[config.mk]
export PLATFORM = sky130hd
export DESIGN_NAME = weight_loader_flat
export DESIGN_NICKNAME = d
export VERILOG_FILES = /design/src/rtl/weight_loader_if.sv /design/src/rtl/weight_loader.sv /design/src/flat_wrapper.sv
export SDC_FILE = /design/constraint.sdc
export NUM_CORES = 1
export LEC_CHECK = 0
export ABC_CLOCK_PERIOD_IN_PS = 10900
export BUFFER_PORTS_ARGS = -buffer_cell sky130_fd_sc_hd__buf_2
export CORE_ASPECT_RATIO = 0.75
export CORE_MARGIN = 5
export CORE_UTILIZATION = 51
export CTS_CLUSTER_SIZE = 25
export DETAILED_ROUTE_END_ITERATION = 16
export GPL_TIMING_DRIVEN = 0
export HOLD_SLACK_MARGIN = 0.05
export PLACE_DENSITY = 0.88
export SLEW_MARGIN = 20
export SYNTH_ARGS = -nofsm -noshare
export SYNTH_HDL_FRONTEND = slang
export SYNTH_SLANG_ARGS = --single-unit
export TNS_END_PERCENT = 1
[constraint.sdc]
create_clock -name clk -period 10.9 [get_ports clk]
set_input_delay 2.18 -clock clk [delete_from_list [all_inputs] [get_ports clk]]
set_output_delay 2.18 -clock clk [all_outputs]
set_load 0.01 [all_outputs]
[src/rtl/weight_loader_if.sv]
// Handshake bundle for the weight loader: command, ROM read port and
// output row stream. The loader side uses the master modport.
interface weight_loader_if #(
  parameter int ADDR_W = 12
);
  // command
  logic              start;
  logic [ADDR_W-1:0] base_addr;
  logic [ADDR_W:0]   num_rows;
  logic              busy;
  logic              done;
  logic              err;
  // ROM read port
  logic              rom_read_enable;
  logic [ADDR_W-1:0] rom_addr;
  logic [31:0]       rom_data0;
  logic [31:0]       rom_data1;
  logic [31:0]       rom_data2;
  logic [31:0]       rom_data3;
  // output row stream
  logic              out_valid;
  logic              out_ready;
  logic [31:0]       out_data0;
  logic [31:0]       out_data1;
  logic [31:0]       out_data2;
  logic [31:0]       out_data3;
  logic              out_last;

  modport master (
    input  start, base_addr, num_rows,
    output busy, done, err,
    output rom_read_enable, rom_addr,
    input  rom_data0, rom_data1, rom_data2, rom_data3,
    output out_valid, out_data0, out_data1, out_data2, out_data3, out_last,
    input  out_ready
  );

  modport slave (
    output start, base_addr, num_rows,
    input  busy, done, err,
    input  rom_read_enable, rom_addr,
    output rom_data0, rom_data1, rom_data2, rom_data3,
    input  out_valid, out_data0, out_data1, out_data2, out_data3, out_last,
    output out_ready
  );
endinterface

[src/rtl/weight_loader.sv]
// Weight ROM read sequencer. Streams num_rows consecutive 128-bit rows from
// base_addr to a valid/ready consumer. The ROM's one-cycle latency is hidden
// by presenting returning ROM data directly when the 2-entry buffer is empty,
// and parking it in the buffer when the consumer stalls.
module weight_loader #(
  parameter int DEPTH  = 2696,
  parameter int ADDR_W = $clog2(DEPTH)
) (
  input  logic clk,
  input  logic reset,
  weight_loader_if.master bus
);

  typedef enum logic [1:0] {IDLE, FETCH, DRAIN} state_t;

  // lane 3 holds rom_data0 (row bits [127:96]), lane 0 holds rom_data3
  typedef struct packed {
    logic             last;
    logic [3:0][31:0] data;
  } entry_t;

  localparam logic [ADDR_W+1:0] DEPTH_W = (ADDR_W+2)'(DEPTH);
  localparam logic [ADDR_W:0]   ONE_R   = (ADDR_W+1)'(1);

  state_t            state;
  logic [ADDR_W-1:0] next_addr;
  logic [ADDR_W-1:0] addr_q;
  logic [ADDR_W:0]   remaining;
  logic              inflight;
  logic              inflight_last;
  logic              busy_q, done_q, err_q;

  entry_t            buf_q [2];
  logic              rd_ptr, wr_ptr;
  logic [1:0]        count;

  entry_t            rom_entry;
  entry_t            head;
  logic [ADDR_W+1:0] sum;
  logic [2:0]        occ;
  logic              out_valid, pop, pop_buf, push, issue, last_pop;

  // Datapath decode: head selection, handshake and issue decision
  always_comb begin
    rom_entry.last = inflight_last;
    rom_entry.data = {bus.rom_data0, bus.rom_data1, bus.rom_data2, bus.rom_data3};
    head = '0;
    if (count != 2'd0)
      head = buf_q[rd_ptr];
    else if (inflight)
      head = rom_entry;
    out_valid = (count != 2'd0) || inflight;
    pop       = out_valid && bus.out_ready;
    pop_buf   = pop && (count != 2'd0);
    // returning row skips the buffer when it is consumed on arrival
    push      = inflight && !(pop && (count == 2'd0));
    occ       = {1'b0, count} + {2'b00, inflight} - {2'b00, pop};
    issue     = (state == FETCH) && (remaining != '0) && (occ <= 3'd1);
    last_pop  = pop && head.last;
    sum       = {2'b00, bus.base_addr} + {1'b0, bus.num_rows};
  end

  assign bus.rom_read_enable = issue;
  assign bus.rom_addr        = issue ? next_addr : addr_q;
  assign bus.out_valid       = out_valid;
  assign bus.out_data0       = head.data[3];
  assign bus.out_data1       = head.data[2];
  assign bus.out_data2       = head.data[1];
  assign bus.out_data3       = head.data[0];
  assign bus.out_last        = head.last;
  assign bus.busy            = busy_q;
  assign bus.done            = done_q;
  assign bus.err             = err_q;

  // Command FSM: bounds check, address/row counters, status pulses
  always_ff @(posedge clk or posedge reset) begin
    if (reset) begin
      state     <= IDLE;
      next_addr <= '0;
      remaining <= '0;
      busy_q    <= 1'b0;
      done_q    <= 1'b0;
      err_q     <= 1'b0;
    end else begin
      done_q <= 1'b0;
      err_q  <= 1'b0;
      case (state)
        IDLE: begin
          if (bus.start) begin
            if (sum > DEPTH_W) begin
              err_q <= 1'b1;
            end else if (bus.num_rows == '0) begin
              done_q <= 1'b1;
            end else begin
              next_addr <= bus.base_addr;
              remaining <= bus.num_rows;
              busy_q    <= 1'b1;
              state     <= FETCH;
            end
          end
        end
        FETCH: begin
          if (issue) begin
            next_addr <= next_addr + ADDR_W'(1);
            remaining <= remaining - ONE_R;
            if (remaining == ONE_R)
              state <= DRAIN;
          end
        end
        DRAIN: begin
          if (last_pop) begin
            busy_q <= 1'b0;
            done_q <= 1'b1;
            state  <= IDLE;
          end
        end
        default: state <= IDLE;
      endcase
    end
  end

  // Read tracking: one read in flight, tagged if it is the final row
  always_ff @(posedge clk or posedge reset) begin
    if (reset) begin
      addr_q        <= '0;
      inflight      <= 1'b0;
      inflight_last <= 1'b0;
    end else begin
      inflight      <= issue;
      inflight_last <= issue && (remaining == ONE_R);
      if (issue)
        addr_q <= next_addr;
    end
  end

  // Two-entry row buffer absorbing the ROM latency under backpressure
  always_ff @(posedge clk or posedge reset) begin
    if (reset) begin
      for (int i = 0; i < 2; i++)
        buf_q[i] <= '0;
      rd_ptr <= 1'b0;
      wr_ptr <= 1'b0;
      count  <= 2'd0;
    end else begin
      if (push) begin
        buf_q[wr_ptr] <= rom_entry;
        wr_ptr        <= ~wr_ptr;
      end
      if (pop_buf)
        rd_ptr <= ~rd_ptr;
      count <= count + 2'(push) - 2'(pop_buf);
    end
  end

`ifndef SYNTHESIS
  // The issue rule keeps a push away from a full buffer
  always @(posedge clk)
    if (!reset)
      assert (!(push && count == 2'd2));
`endif

endmodule

[src/flat_wrapper.sv]
// flat-port wrapper written by rule: the top's interface ports become plain ports
module weight_loader_flat 
#(
  parameter int DEPTH  = 2696,
  parameter int ADDR_W = $clog2(DEPTH)
)
  (clk, reset, bus_start, bus_base_addr, bus_num_rows, bus_busy, bus_done, bus_err, bus_rom_read_enable, bus_rom_addr, bus_rom_data0, bus_rom_data1, bus_rom_data2, bus_rom_data3, bus_out_valid, bus_out_data0, bus_out_data1, bus_out_data2, bus_out_data3, bus_out_last, bus_out_ready);
  weight_loader_if #(.ADDR_W(ADDR_W)) bus_i ();
  input  logic clk;
  input  logic reset;
  input wire logic [$bits(bus_i.start)-1:0] bus_start;
  input wire logic [$bits(bus_i.base_addr)-1:0] bus_base_addr;
  input wire logic [$bits(bus_i.num_rows)-1:0] bus_num_rows;
  output wire logic [$bits(bus_i.busy)-1:0] bus_busy;
  output wire logic [$bits(bus_i.done)-1:0] bus_done;
  output wire logic [$bits(bus_i.err)-1:0] bus_err;
  output wire logic [$bits(bus_i.rom_read_enable)-1:0] bus_rom_read_enable;
  output wire logic [$bits(bus_i.rom_addr)-1:0] bus_rom_addr;
  input wire logic [$bits(bus_i.rom_data0)-1:0] bus_rom_data0;
  input wire logic [$bits(bus_i.rom_data1)-1:0] bus_rom_data1;
  input wire logic [$bits(bus_i.rom_data2)-1:0] bus_rom_data2;
  input wire logic [$bits(bus_i.rom_data3)-1:0] bus_rom_data3;
  output wire logic [$bits(bus_i.out_valid)-1:0] bus_out_valid;
  output wire logic [$bits(bus_i.out_data0)-1:0] bus_out_data0;
  output wire logic [$bits(bus_i.out_data1)-1:0] bus_out_data1;
  output wire logic [$bits(bus_i.out_data2)-1:0] bus_out_data2;
  output wire logic [$bits(bus_i.out_data3)-1:0] bus_out_data3;
  output wire logic [$bits(bus_i.out_last)-1:0] bus_out_last;
  input wire logic [$bits(bus_i.out_ready)-1:0] bus_out_ready;
  assign bus_i.start = bus_start;
  assign bus_i.base_addr = bus_base_addr;
  assign bus_i.num_rows = bus_num_rows;
  assign bus_busy = bus_i.busy;
  assign bus_done = bus_i.done;
  assign bus_err = bus_i.err;
  assign bus_rom_read_enable = bus_i.rom_read_enable;
  assign bus_rom_addr = bus_i.rom_addr;
  assign bus_i.rom_data0 = bus_rom_data0;
  assign bus_i.rom_data1 = bus_rom_data1;
  assign bus_i.rom_data2 = bus_rom_data2;
  assign bus_i.rom_data3 = bus_rom_data3;
  assign bus_out_valid = bus_i.out_valid;
  assign bus_out_data0 = bus_i.out_data0;
  assign bus_out_data1 = bus_i.out_data1;
  assign bus_out_data2 = bus_i.out_data2;
  assign bus_out_data3 = bus_i.out_data3;
  assign bus_out_last = bus_i.out_last;
  assign bus_i.out_ready = bus_out_ready;
  weight_loader #(.DEPTH(DEPTH), .ADDR_W(ADDR_W)) u_core (.clk(clk), .reset(reset), .bus(bus_i));
endmodule
== Yosys cells after proc, flatten, opt, wreduce, memory -nomap -nowiden ==
Cells that the tools add are included.
Storage, ports and cells
  memories kept: 0
  register bits after elaboration: 306
  ROM bits: 0
  word-level logic and storage cells: 107
  input bits: 157
  bits in latches: 0
  bits in writable memories: 0
  output and inout bits: 146
Cells by class
  bitwise operators: 4
  multipliers: 0
  shift-type cells: 0
  $add $sub $neg: 7
  divide/modulo/power cells: 0
  mux-type cells: 39
  reduce and logical (&&, ||, !) cells: 21
  equal/unequal tests: 9
  magnitude comparators: 5
Operators with widths (count)
  $mux W129: 6
  $bwmux W258: 1
  $demux W129 S1: 1
  $mux W12: 5
  $mux W13: 4
  $pmux W13 S2: 1
  $pmux W12 S2: 1
  $add A12 B13 Y14: 1
  $gt A14 B12 Y1 const B: 1
  $eq A13 B1 Y1 const B: 1
  $logic_not A13 Y1: 1
  $reduce_bool A13 Y1: 1
  $sub A13 B1 Y13 const B: 1
  $add A12 B1 Y12 const B: 1
  $mux W2: 6
  $mux W1: 11
  $reduce_and A5 Y1: 2
  $logic_and A1 B1 Y1: 9
  $ne A2 B2 Y1 const B: 4
  $pmux W2 S3: 1
  $reduce_and A6 Y1: 1
  $reduce_bool A2 Y1: 3
  $ge A2 B2 Y1 const B: 2
  $logic_not A2 Y1: 2
  14 further kinds: 18

== Depth between registers and ports, before layout ==
  depth in word-level cells: 8
  mapped depth: 19
  gate-level depth less buffers: 16

== Worst setup path after synthesis ==
No wires, ideal clock.
  path kind: input to output
  start point: input port bus_out_ready
  end point: output port bus_rom_addr[11]
  arrival time: 4.206 ns
  data required time: 8.720 ns
  slack: 4.514 ns
  path buffers: 1
  cell stages on the path: 11
  cells stage by stage: and2_1 ha_1 inv_1 ha_1 inv_1 fa_1 xnor2_1 nand3_1 o21bai_2 clkbuf_1 o21ai_0
Between the ends
  longest elaborated chain between the ends: 5
RTL lines
  start, declared: line flat_wrapper.sv:29  | input wire logic [$bits(bus_i.out_ready)-1:0] bus_out_ready;
  $logic_and A1 B1 Y1: line weight_loader.sv:53  | pop = out_valid && bus.out_ready;
  $sub A3 B1 Y3: line weight_loader.sv:57  | occ = {1'b0, count} + {2'b00, inflight} - {2'b00, pop};
  $le A3 B1 Y1: line weight_loader.sv:58  | issue = (state == FETCH) && (remaining != '0) && (occ <= 3'd1);
  $logic_and A1 B1 Y1: line weight_loader.sv:58
  $mux W12
  end, declared: line flat_wrapper.sv:18  | output wire logic [$bits(bus_i.rom_addr)-1:0] bus_rom_addr;
Every way passes these cells.

== Worst setup path in the final report ==
  start point: register u_core.count[1]
  end point: output port bus_rom_addr[11]
Between the ends
  longest elaborated chain between the ends: 7
  elaborated cells on any way between the ends: 8
  classes of those cells: 2 x add/sub; 1 x order compare; 1 x mux; 4 x reduce/logical
RTL lines
  start, declared: line weight_loader.sv:35  | logic [1:0] count;
  start signal, assigned: line weight_loader.sv:151  | count <= count + 2'(push) - 2'(pop_buf);
  branches (longest 3 deep; another with $add A2 B1 Y3)
  $sub A3 B1 Y3 (*): line weight_loader.sv:57
  $le A3 B1 Y1 (*): line weight_loader.sv:58
  $logic_and A1 B1 Y1 (*): line weight_loader.sv:58
  $mux W12 (*)
Mark *: on every way between the ends.

==> key figures <==
Clock network
  – CTS tree: built
  – CTS resizes: 0
  – CTS Buffer Depth: 3
  – Later-pin clock latency in the skew report: 0.56 ns
  – CTS Hold Buffers Added: 0
  – CTS clk-pin slew, worst paths: 0.06 ns
  – # Post-CTS Setup Buffers: 0
  – Max H-tree Level: 1
  – Root Buffer: clkbuf_16
  – Clock sinks: 306
  – Num CTS Buffers: 30

Detailed routing
  – Vias post-DR: 12900
  – Routed WL: 46.0 mm
  – Antenna violation net count after detailed routing: 0
  – Drt initial violations: 1165
  – DRC: 0
  – First-pass DRT Iterations: 6
  – Vias per inst: 5.99
  – Wire length per cell: 21.3 um

STA
  – Max-slew violation count: 0
  – Fin crit period: 7.06 ns
  – Final worst slack: 3.84 ns
  – Setup tns final: 0 ns
  – Max Fclk: 142 MHz
  – Final hold violation count: 0
  – RSZ-0062 raised after global routing: no
  – Period utilization: 64.8%
  – Clk_skew: 0.0157 ns
  – Final Setup Violations: 0
  – Worst-Margin Slew: 1.10 ns
  – Slew HR: 26.6%

Critical path
  – Crit path DAT: 4.88 ns
  – Worst Setup End Kind: primary output
  – CP Launch Type: register
  – Worst endpoint required time: 8.72 ns
  – Crit-path max FO: 10
  – Setup CP Type: register to primary output

Synth
  – YS warnings: 0
  – Ys async rst share: 100%
  – Netlist cell types: 69
  – Syn nets: 1572
  – Average cell area after synthesis: 11.3 sq um
  – Synthesized flop and latch total: 306
  – Post-synthesis cell area: 0.0158 sq mm
  – Most used DFF post-synth: dfrtp_1
  – Sequential fraction of the synthesis area: 48.5%
  – Mapped Cells: 1394
  – Post-synth EDFFs: 0

Die
  – Rows: 55
  – Die Area: 0.0346 sq mm
  – Io pins: 303
  – Die X: 213 um
  – Core footprint: 0.0303 sq mm
  – Initial core utilization: 52.0%
  – Height of the chip: 162 um

GRT
  – Vias in the first global route: 13100
  – GRT Overall Usage: 25.3%
  – Initial antenna violation count: 8
  – Largest net degree at the start of global routing: 116
  – First-pass GRT wire length: 71.0 mm
  – Total congestion overflow: 0

Layout
  – Area Overhead vs Synth: 20.3%
  – Nets: 1908
  – Most frequent cells in the layout: 307 x buf_2, 306 x dfrtp_1, 261 x mux2_2
  – Commonest non-fill, non-tap cell in the layout: buf_2
  – Layout cells sized above 1: 37.2%

Placement
  – Place WS: 3.89 ns
  – DP HPWL: 32.6 mm
  – Routability cong.: 0.966
  – Number of port buffers: 302

Power
  – P_leak: 8.59 nW
  – P per Cell Area: 335 mW/mm^2
  – Max rail drop VDD: 0.171 mV

Job
  – Max-cap violations: 0

Min path
  – Hold Path Class: register to register

Run status
  – Status: finished, final reports clean
## per-stage QoR
step / hold slack, ns / std cells / utilization, % / total power [mW] / instance area (sq um)
floorplan: 0.463 / 1394 / - / 4.03 / 15800
global placement: 0.470 / 2095 / 58.6 / 5.04 / 17800
detailed placement: 0.479 / 2097 / 58.8 / 5.18 / 17900
CTS: 0.494 / 2153 / 62.5 / 6.36 / 19000
global route: 0.512 / 2160 / 62.6 / 6.74 / 19000
finish: 0.488 / 2161 / 62.6 / 6.37 / 19000
## worst max-delay path: stages, from the launching register on
cell,delay [ns]
dfrtp_1,0.46
nor2_2,0.63
clkbuf_1,0.54
nand2_1,0.13
and2_1,0.21
ha_1,0.28
inv_1,0.06
ha_1,0.13
inv_1,0.05
fa_1,0.37
xnor2_1,0.16
nand3_1,0.11
o21bai_2,0.33
clkbuf_1,0.30
o21ai_0,0.35
buf_2,0.20
## cells in the mapped netlist, drive strengths merged (4+ instances only)
| library cell | n | share of area (%) |
|---|---|---|
| o22ai | 19 | 0.75 |
| buf | 25 | 0.90 |
| a21o | 5 | 0.24 |
| inv | 35 | 0.83 |
| nand4 | 4 | 0.16 |
| a31oi | 6 | 0.24 |
| a2bb2oi | 4 | 0.22 |
| or3 | 7 | 0.28 |
| mux2i | 131 | 8.3 |
| xnor2 | 6 | 0.33 |
| a211oi | 4 | 0.19 |
| o211ai | 4 | 0.22 |
| nand2 | 36 | 0.86 |
| a21oi | 20 | 0.66 |
| ha | 19 | 1.5 |
| nor2b | 4 | 0.16 |
| a22oi | 11 | 0.78 |
| dfrtp | 306 | 49 |
| nor2 | 24 | 0.57 |
| clkbuf | 79 | 1.9 |
| nand2b | 5 | 0.20 |
| o21ai | 170 | 5.4 |
| mux2 | 261 | 19 |
| nor3 | 14 | 0.48 |
| nand3 | 145 | 4.6 |
## area by class of cell
class	count	area [sq um]
Antenna cell	8	20.0
Buffer	104	439
Clock buffer	43	911
Clock inverter	13	199
Fill cell	2325	11400
Inverter	35	139
Multi-Input combinational cell	949	7560
Sequential cell	306	7660
Tap cell	399	499
Timing Repair Buffer	304	1570
## logic make-up after synthesis
family          Yosys count  synth area share (%)
fa+ha+maj                21                  1.76
xor+xnor                  9                 0.499
flops                   306                  48.5
buf+inv                 139                  3.61
mux                     392                  26.9
simple gates            258                  8.20
compound gates          269                  10.5
## registers in the layout (all words and copies together) (netlist names)
| register | cells |
|---|---|
| u_core.state | 2 |
| u_core.buf_q | 258 |
| u_core.inflight_last | 1 |
| u_core.remaining | 13 |
| u_core.next_addr | 12 |
| u_core.wr_ptr | 1 |
| u_core.bus.err | 1 |
| u_core.bus.done | 1 |
| u_core.rd_ptr | 1 |
| u_core.inflight | 1 |
| u_core.addr_q | 12 |
| u_core.bus.busy | 1 |
| u_core.count | 2 |
## report_power, final
part	internal, mW	switching, mW	total (mW)
Combinational	1.39	1.81	3.19
Clock	0.698	0.449	1.15
Sequential	1.71	0.319	2.03
## final timing paths
check	start	endpoint	slack (ns)	cells after the start
max in group asynchronous	reset	u_core.buf_q[20]	8.21	3
setup reg to reg	u_core.count[1]	u_core.remaining[8]	5.55	18
hold / removal	u_core.addr_q[4]	u_core.addr_q[4]	0.49	2
setup / recovery	u_core.count[1]	bus_rom_addr[11]	3.84	15
hold reg to reg	u_core.addr_q[4]	u_core.addr_q[4]	0.49	2
min in group asynchronous	reset	u_core.buf_q[189]	1.70	2
## layer usage
| layer | wire [um] | part of all wire (%) | vias to the layer above | track usage [%] |
|---|---|---|---|---|
| met5 | 20 | 0.044 | - | 0 |
| li1 | - | - | 5777 | - |
| met2 | 21600 | 47 | 633 | 40.5 |
| met3 | 3560 | 7.7 | 97 | 4.74 |
| met1 | 19300 | 42 | 6436 | 35.4 |
| met4 | 1510 | 3.3 | 2 | 7.86 |
(Power assumes the default switching activity.)
